## config.mk

```make
export PLATFORM = sky130hd
export DESIGN_NAME = avg_share_sched
export DESIGN_NICKNAME = d
export VERILOG_FILES = /design/src/rtl/avg_sched_pkg.sv /design/src/rtl/avg_share_sched_rr_pick.sv /design/src/rtl/avg_share_sched.sv
export SDC_FILE = /design/constraint.sdc
export NUM_CORES = 1
export LEC_CHECK = 0
export CORE_MARGIN = 8
export CORE_UTILIZATION = 46
export DETAILED_ROUTE_END_ITERATION = 16
export PLACE_DENSITY = 0.84
export SLEW_MARGIN = 20
export SYNTH_ARGS = -nofsm -noshare
export SYNTH_HDL_FRONTEND = slang
export SYNTH_SLANG_ARGS = --single-unit
```

## constraint.sdc

```tcl
create_clock -name clk -period 4.8 [get_ports clk]
set_clock_uncertainty 0.05 [all_clocks]
set_input_delay 0.72 -clock clk [delete_from_list [all_inputs] [get_ports clk]]
set_output_delay 0.72 -clock clk [all_outputs]
set_load 0.01 [all_outputs]
```

## src/rtl/avg_sched_pkg.sv

```systemverilog
// avg_sched_pkg
//   Shared definitions for the round-robin averaging scheduler:
//   - state_t   : scheduler FSM states (IDLE / COLLECT / RESULT)
//   - FRAME_LEN : number of samples accepted per granted frame
//   - SHIFT     : right shift that turns the frame sum into the average
//   - CNT_W     : width of the per-frame sample counter
package avg_sched_pkg;

  typedef enum logic [1:0] {
    IDLE    = 2'd0,
    COLLECT = 2'd1,
    RESULT  = 2'd2
  } state_t;

  localparam int FRAME_LEN = 4;
  localparam int SHIFT     = 2;
  localparam int CNT_W     = $clog2(FRAME_LEN);

endpackage

```

## src/rtl/avg_share_sched_rr_pick.sv

```systemverilog
// rr_pick
//   Combinational round-robin first-one search. Returns the index of the
//   first asserted req_valid bit at or after rr_ptr, wrapping past N_REQ-1.
//
// Ports
//   req_valid [N_REQ] in  : request vector
//   rr_ptr    [IDW]   in  : search start position
//   gnt_idx   [IDW]   out : selected channel (only meaningful when any=1)
//   any               out : at least one request present
module rr_pick #(
  parameter int N_REQ = 4,
  parameter int IDW   = $clog2(N_REQ)
) (
  input  logic [N_REQ-1:0] req_valid,
  input  logic [IDW-1:0]   rr_ptr,
  output logic [IDW-1:0]   gnt_idx,
  output logic             any
);

  // cand[k] is the channel sitting k positions after rr_ptr (modulo N_REQ);
  // hit[k] says whether that channel is requesting.
  logic [IDW-1:0]   cand [N_REQ];
  logic [N_REQ-1:0] hit;

  generate
    for (genvar gi = 0; gi < N_REQ; gi++) begin : g_cand
      logic [IDW:0] raw;
      // One extra bit so rr_ptr + offset cannot wrap before the modulo step.
      assign raw        = {1'b0, rr_ptr} + (IDW+1)'(gi);
      assign cand[gi]   = (raw >= (IDW+1)'(N_REQ)) ? IDW'(raw - (IDW+1)'(N_REQ))
                                                   : raw[IDW-1:0];
      assign hit[gi]    = req_valid[cand[gi]];
    end
  endgenerate

  // Scan from the farthest offset down so the nearest requester wins.
  always_comb begin
    gnt_idx = '0;
    for (int k = N_REQ - 1; k >= 0; k--) begin
      if (hit[k]) begin
        gnt_idx = cand[k];
      end
    end
  end

  assign any = |req_valid;

endmodule

```

## src/rtl/avg_share_sched.sv

```systemverilog
// avg_share_sched
//   Shares one 4-sample averaging datapath among N_REQ channels. A channel is
//   granted per frame in round-robin order, four samples are taken from it
//   over valid/ready, and the frame average plus |average - last sample| are
//   presented tagged with the channel id.
//
// Ports
//   clk, rst               : clock, synchronous active-high reset
//   req_valid [N_REQ]      : per-channel sample valid
//   req_data  [N_REQ*W]    : per-channel sample, channel i at [i*W +: W]
//   req_ready [N_REQ]      : per-channel accept (granted channel in COLLECT)
//   res_valid              : result available (RESULT state)
//   res_ready              : consumer accepts result
//   res_avg   [W]          : frame average
//   res_diff  [W]          : |res_avg - 4th sample|
//   res_id    [IDW]        : channel that produced the result
//   idle                   : high in IDLE (frame boundary)
module avg_share_sched #(
  parameter int N_REQ = 4,
  parameter int W     = 8,
  parameter int IDW   = $clog2(N_REQ)
) (
  input  logic               clk,
  input  logic               rst,
  input  logic [N_REQ-1:0]   req_valid,
  input  logic [N_REQ*W-1:0] req_data,
  output logic [N_REQ-1:0]   req_ready,
  output logic               res_valid,
  input  logic               res_ready,
  output logic [W-1:0]       res_avg,
  output logic [W-1:0]       res_diff,
  output logic [IDW-1:0]     res_id,
  output logic               idle
);

  import avg_sched_pkg::*;

  state_t           state_reg,    state_next;
  logic [IDW-1:0]   rr_ptr_reg,   rr_ptr_next;
  logic [IDW-1:0]   grant_reg,    grant_next;
  logic [CNT_W-1:0] cnt_reg,      cnt_next;
  logic [W+1:0]     acc_reg,      acc_next;
  logic [W-1:0]     res_avg_reg,  res_avg_next;
  logic [W-1:0]     res_diff_reg, res_diff_next;
  logic [IDW-1:0]   res_id_reg,   res_id_next;

  logic [IDW-1:0]   pick_idx;
  logic             pick_any;

  logic [W-1:0]     sample;
  logic             accept;
  logic             last_sample;
  logic [W+1:0]     frame_sum;
  logic [W-1:0]     frame_avg;

  rr_pick #(
    .N_REQ (N_REQ),
    .IDW   (IDW)
  ) u_rr_pick (
    .req_valid (req_valid),
    .rr_ptr    (rr_ptr_reg),
    .gnt_idx   (pick_idx),
    .any       (pick_any)
  );

  // Datapath for the granted channel. acc is W+2 bits, so four W-bit samples
  // can never overflow it and the shifted sum always fits back into W bits.
  assign sample      = req_data[grant_reg*W +: W];
  assign accept      = (state_reg == COLLECT) && req_valid[grant_reg];
  assign last_sample = (cnt_reg == CNT_W'(FRAME_LEN - 1));
  assign frame_sum   = acc_reg + {2'b00, sample};
  assign frame_avg   = W'(frame_sum >> SHIFT);

  always_comb begin
    state_next    = state_reg;
    rr_ptr_next   = rr_ptr_reg;
    grant_next    = grant_reg;
    cnt_next      = cnt_reg;
    acc_next      = acc_reg;
    res_avg_next  = res_avg_reg;
    res_diff_next = res_diff_reg;
    res_id_next   = res_id_reg;

    case (state_reg)
      IDLE: begin
        cnt_next = '0;
        acc_next = '0;
        if (pick_any) begin
          grant_next = pick_idx;
          state_next = COLLECT;
        end
      end

      COLLECT: begin
        // Grant stays locked on grant_reg until the frame completes;
        // a low req_valid simply stalls.
        if (accept) begin
          if (last_sample) begin
            res_avg_next  = frame_avg;
            res_diff_next = (frame_avg >= sample) ? (frame_avg - sample)
                                                  : (sample - frame_avg);
            res_id_next   = grant_reg;
            // Pointer moves now, so the next IDLE decision already sees it.
            rr_ptr_next   = (grant_reg == IDW'(N_REQ - 1)) ? '0
                                                           : grant_reg + 1'b1;
            state_next    = RESULT;
          end else begin
            acc_next = frame_sum;
            cnt_next = cnt_reg + 1'b1;
          end
        end
      end

      RESULT: begin
        if (res_ready) begin
          state_next = IDLE;
        end
      end

      default: begin
        state_next = IDLE;
      end
    endcase
  end

  always_ff @(posedge clk) begin
    if (rst) begin
      state_reg    <= IDLE;
      rr_ptr_reg   <= '0;
      grant_reg    <= '0;
      cnt_reg      <= '0;
      acc_reg      <= '0;
      res_avg_reg  <= '0;
      res_diff_reg <= '0;
      res_id_reg   <= '0;
    end else begin
      state_reg    <= state_next;
      rr_ptr_reg   <= rr_ptr_next;
      grant_reg    <= grant_next;
      cnt_reg      <= cnt_next;
      acc_reg      <= acc_next;
      res_avg_reg  <= res_avg_next;
      res_diff_reg <= res_diff_next;
      res_id_reg   <= res_id_next;
    end
  end

  // Handshake outputs decode registered state only.
  generate
    for (genvar gi = 0; gi < N_REQ; gi++) begin : g_ready
      assign req_ready[gi] = (state_reg == COLLECT) && (grant_reg == IDW'(gi));
    end
  endgenerate

  assign res_valid = (state_reg == RESULT);
  assign idle      = (state_reg == IDLE);
  assign res_avg   = res_avg_reg;
  assign res_diff  = res_diff_reg;
  assign res_id    = res_id_reg;

endmodule

```

==> impl_metrics.py <==
metrics = {
    "placed_design": {
        "gp_congestion": 0.9461,
        "place_ws_ns": -0.2283,
        "portBuffers": 62,
        "dp_hpwl_um": 6029,
    },
    "global_route": {
        "grt.overflow.total": 0,
        "grt.busiest_layer": "met2",
        "grt_max_degree": 32,
        "grt_first_pass_wirelength_um": 12070,
        "grt_pass1_vias": 2580,
        "grt_usage_pct": 17.08,
        "grtUsageMet1_pct": 19.11,
        "gr-usage-met3_pct": 3.205,
        "antenna_found_initial": 0,
        "use_met2_pct": 32.54,
    },
    "power_and_ir_drop": {
        "leakage_nw": 1.562,
        "max-vdd-ir-drop_mv": 0.2325,
        "power_density_mw_per_mm2": 269.5,
    },
    "clock_network": {
        "clock_path_buffers": 2,
        "path_clk_slew_ns": 0.07,
        "clk_latency_ns": 0.29,
        "cts_tree": "yes",
        "cts_buffers": 5,
        "htree_levels": 2,
        "holdBufCountCts": 0,
        "clock-sinks": 36,
        "root_buffer": "clkbuf_8",
    },
    "setup_path": {
        "r2r_start": "grant_reg[0]",
        "worstSetupStartpointType": "input port",
        "r2r_cells": 19,
        "r2r-end": "res_diff[4]",
        "critical_path_class": "input port to flip-flop",
        "cp_slowest_cell": "mux4_2",
        "slowest_delay_ns": 0.51,
        "worstPathBufferInverterCount": 3,
        "required_ns": 4.89,
        "critical_path.top_delay_family": "adder cells",
        "arrival_ns": 4.71,
        "cp_max_fo": 3,
        "path_cells": "clkdlybuf4s50_1 -> mux4_2 -> ha_4 -> fa_2 -> a21oi_2 -> and3b_1 -> o21ai_2 -> nand2_1 -> a31oi_2 -> xor2_1 -> inv_1 -> ha_4 -> nand3_1 -> o21a_1 -> or2_4 -> buf_4 -> mux2i_2 -> xnor2_1 -> a211oi_2",
        "crit_top_cell": "ha_4",
        "ff2ff_setup_slack_ns": 0.41,
        "endpoint_kind": "flip-flop",
    },
    "synthesis": {
        "ys_seq_area_share_pct": 26.30,
        "yosysWarnings": 0,
        "synth_common_cells": "37 x nor2_1, 36 x dfxtp_1, 27 x a21oi_1, 27 x ha_1, 27 x nand2_1",
        "syn-cell-area_mm2": 0.002740,
        "synthDistinctLibCells": 52,
        "yosys_register_bits": 36,
        "ys_top_cells_by_area": "dfxtp_1 26%, ha_1 12%, mux4_2 7.4%",
        "postSynthAreaPerCell_um2": 8.510,
        "synth_most_common_cell": "nor2_1",
        "syn_nets": 391,
        "synthArstFlopShare_pct": 0,
        "synth_top_area_cell": "dfxtp_1",
        "synth_edf_count": 0,
        "synth_top_area_share_pct": 26.30,
        "ys.flop_type": "dfxtp_1",
        "synthCells": 322,
    },
    "die": {
        "core.rowCount": 28,
        "die_h_um": 93.18,
        "start_util_pct": 46.83,
        "design.core.area_mm2": 0.005851,
        "dieArea_mm2": 0.008683,
        "io_pins": 63,
        "fp.dieW_um": 93.18,
    },
    "min_path": {
        "whs_path_depth": 2,
        "min_from": "res_avg[3]",
        "min_path_type": "flip-flop to flip-flop",
        "hold_end": "res_avg[3]",
    },
    "detailed_routing": {
        "drt_first_iter_violations": 119,
        "wl_per_cell_um": 15.46,
        "via_per_inst": 5.353,
        "drc_errors": 0,
        "vias": 2596,
        "drt_first_pass_iters": 4,
        "drt-total-wl_um": 7500,
        "drtAntennaViolNets": 0,
    },
    "timing": {
        "post-route-period-util_pct": 96.14,
        "hold_viol": 0,
        "setup_viol": 0,
        "slew_violations": 0,
        "fin_hold_ws_ns": 0.4055,
        "setup_ws_ns": 0.1852,
        "worst_pin_slew_ns": 0.9278,
        "period_needed_ns": 4.615,
        "relSlewSlack_pct": 38.14,
        "fmax_ghz": 0.2167,
    },
    "layout": {
        "insertedDiodeCount": 0,
        "layout.nets": 478,
        "layout-drive-gt1-share_pct": 16.59,
        "area_growth_pct": 37.31,
        "largest_register_ffs": 10,
    },
    "flow_run": {
        "maxCapViolations": 0,
    },
    "outcome": {
        "status": "completed",
    },
}
[kinds of logic after synthesis]
family	Yosys count	share of synthesized area (%)
multiplexers	17	10.37
XOR/XNOR	12	3.836
buffers and inverters	41	7.351
AO/OA/AOI/OAI	79	19.13
adder cells (fa/ha/maj)	30	14.52
AND/OR/NAND/NOR	107	18.49
flip-flops	36	26.30
[metal layers]
layer / share of wire (%) / vias to the layer above
met3: 3.4 / 10
li1: - / 1307
met1: 42 / 1224
met2: 54 / 55
met5: 0 / -
met4: 1.1 / 0
[power breakdown]
| group | internal, W | leakage (nW) | switching, W |
|---|---|---|---|
| sequential | 0.000305 | 0.291 | 0.00000633 |
| combinational | 0.000240 | 1.23 | 0.000240 |
| clock | 0.000117 | 0.0445 | 0.000106 |
| total | 0.000662 | 1.56 | 0.000352 |
[cell type report]
class / count / area, um^2
fill: 483 / 2088
inverter: 24 / 90.09
tap: 75 / 93.84
sequential: 36 / 720.7
timing repair buffer: 97 / 883.3
clock buffer: 7 / 86.33
clock inverter: 1 / 7.507
multi-input combinational: 245 / 1881
[stage by stage]
stage	instance area, um^2	total power, W	setup TNS, ns	cells	util (%)
2_1_floorplan	2741	0.0006076	0	322	-
5_1_grt	3762	0.001081	-0.05633	485	64.31
4_1_cts	3685	0.0009954	0	483	62.98
6_report	3762	0.001014	0	485	64.31
3_3_place_gp	3591	0.0007652	-0.4294	475	61.38
3_5_place_dp	3591	0.0007711	-0.8061	475	61.38
[cells in the final DEF (no fill, tap or decap), types with 2 or more instances in the layout]
master	instances
fa_1	2
ha_1	25
or4_1	3
o31a_1	2
a211oi_1	7
nand2_1	27
buf_4	35
a31oi_1	3
and3_1	2
xnor2_1	6
xor2_1	5
o21ai_0	4
a21o_1	5
a211oi_2	2
nand3_1	5
and2_1	5
o21a_1	6
nor3_1	6
a21oi_1	26
o211ai_1	4
nor2b_1	6
inv_1	24
ha_4	2
nor2_1	37
or2_2	2
nand2b_1	4
a22oi_1	8
clkbuf_8	6
clkdlybuf4s50_1	62
o22ai_1	3
mux4_2	9
nor4_1	2
dfxtp_1	36
mux2i_1	6
[worst reg2reg max path, delay by kind of cell, from the launching register on]
family                     cells  cell delay [ns]
AOI/OAI and AO/OA              5             0.79
xor gates and xnor gates       2             0.42
and+or+nand+nor                4             0.63
muxes                          2             0.67
buffers and inverters          4             0.62
DFF                            1             0.39
adders and majority gates      2             0.67
[repair_timing]
action / in CTS / in global routing
buffers inserted: 0 / 2
resized for setup: 0 / 11
endpoints found under the setup margin: 0 / 7
[worst max-delay path by stage]
stage | to | cells past startpoint | from | slack [ns]
floorplan | res_diff[7] | 19 | req_data[24] | 0.11
CTS | res_diff[4] | 19 | req_data[24] | 0.05
global route | res_diff[4] | 19 | req_data[24] | -0.06
finish | res_diff[4] | 19 | req_data[24] | 0.19
global placement | res_diff[7] | 18 | req_data[24] | -0.15
detailed placement | res_diff[4] | 19 | req_data[24] | -0.23
Power figures use the tool's default switching activity.
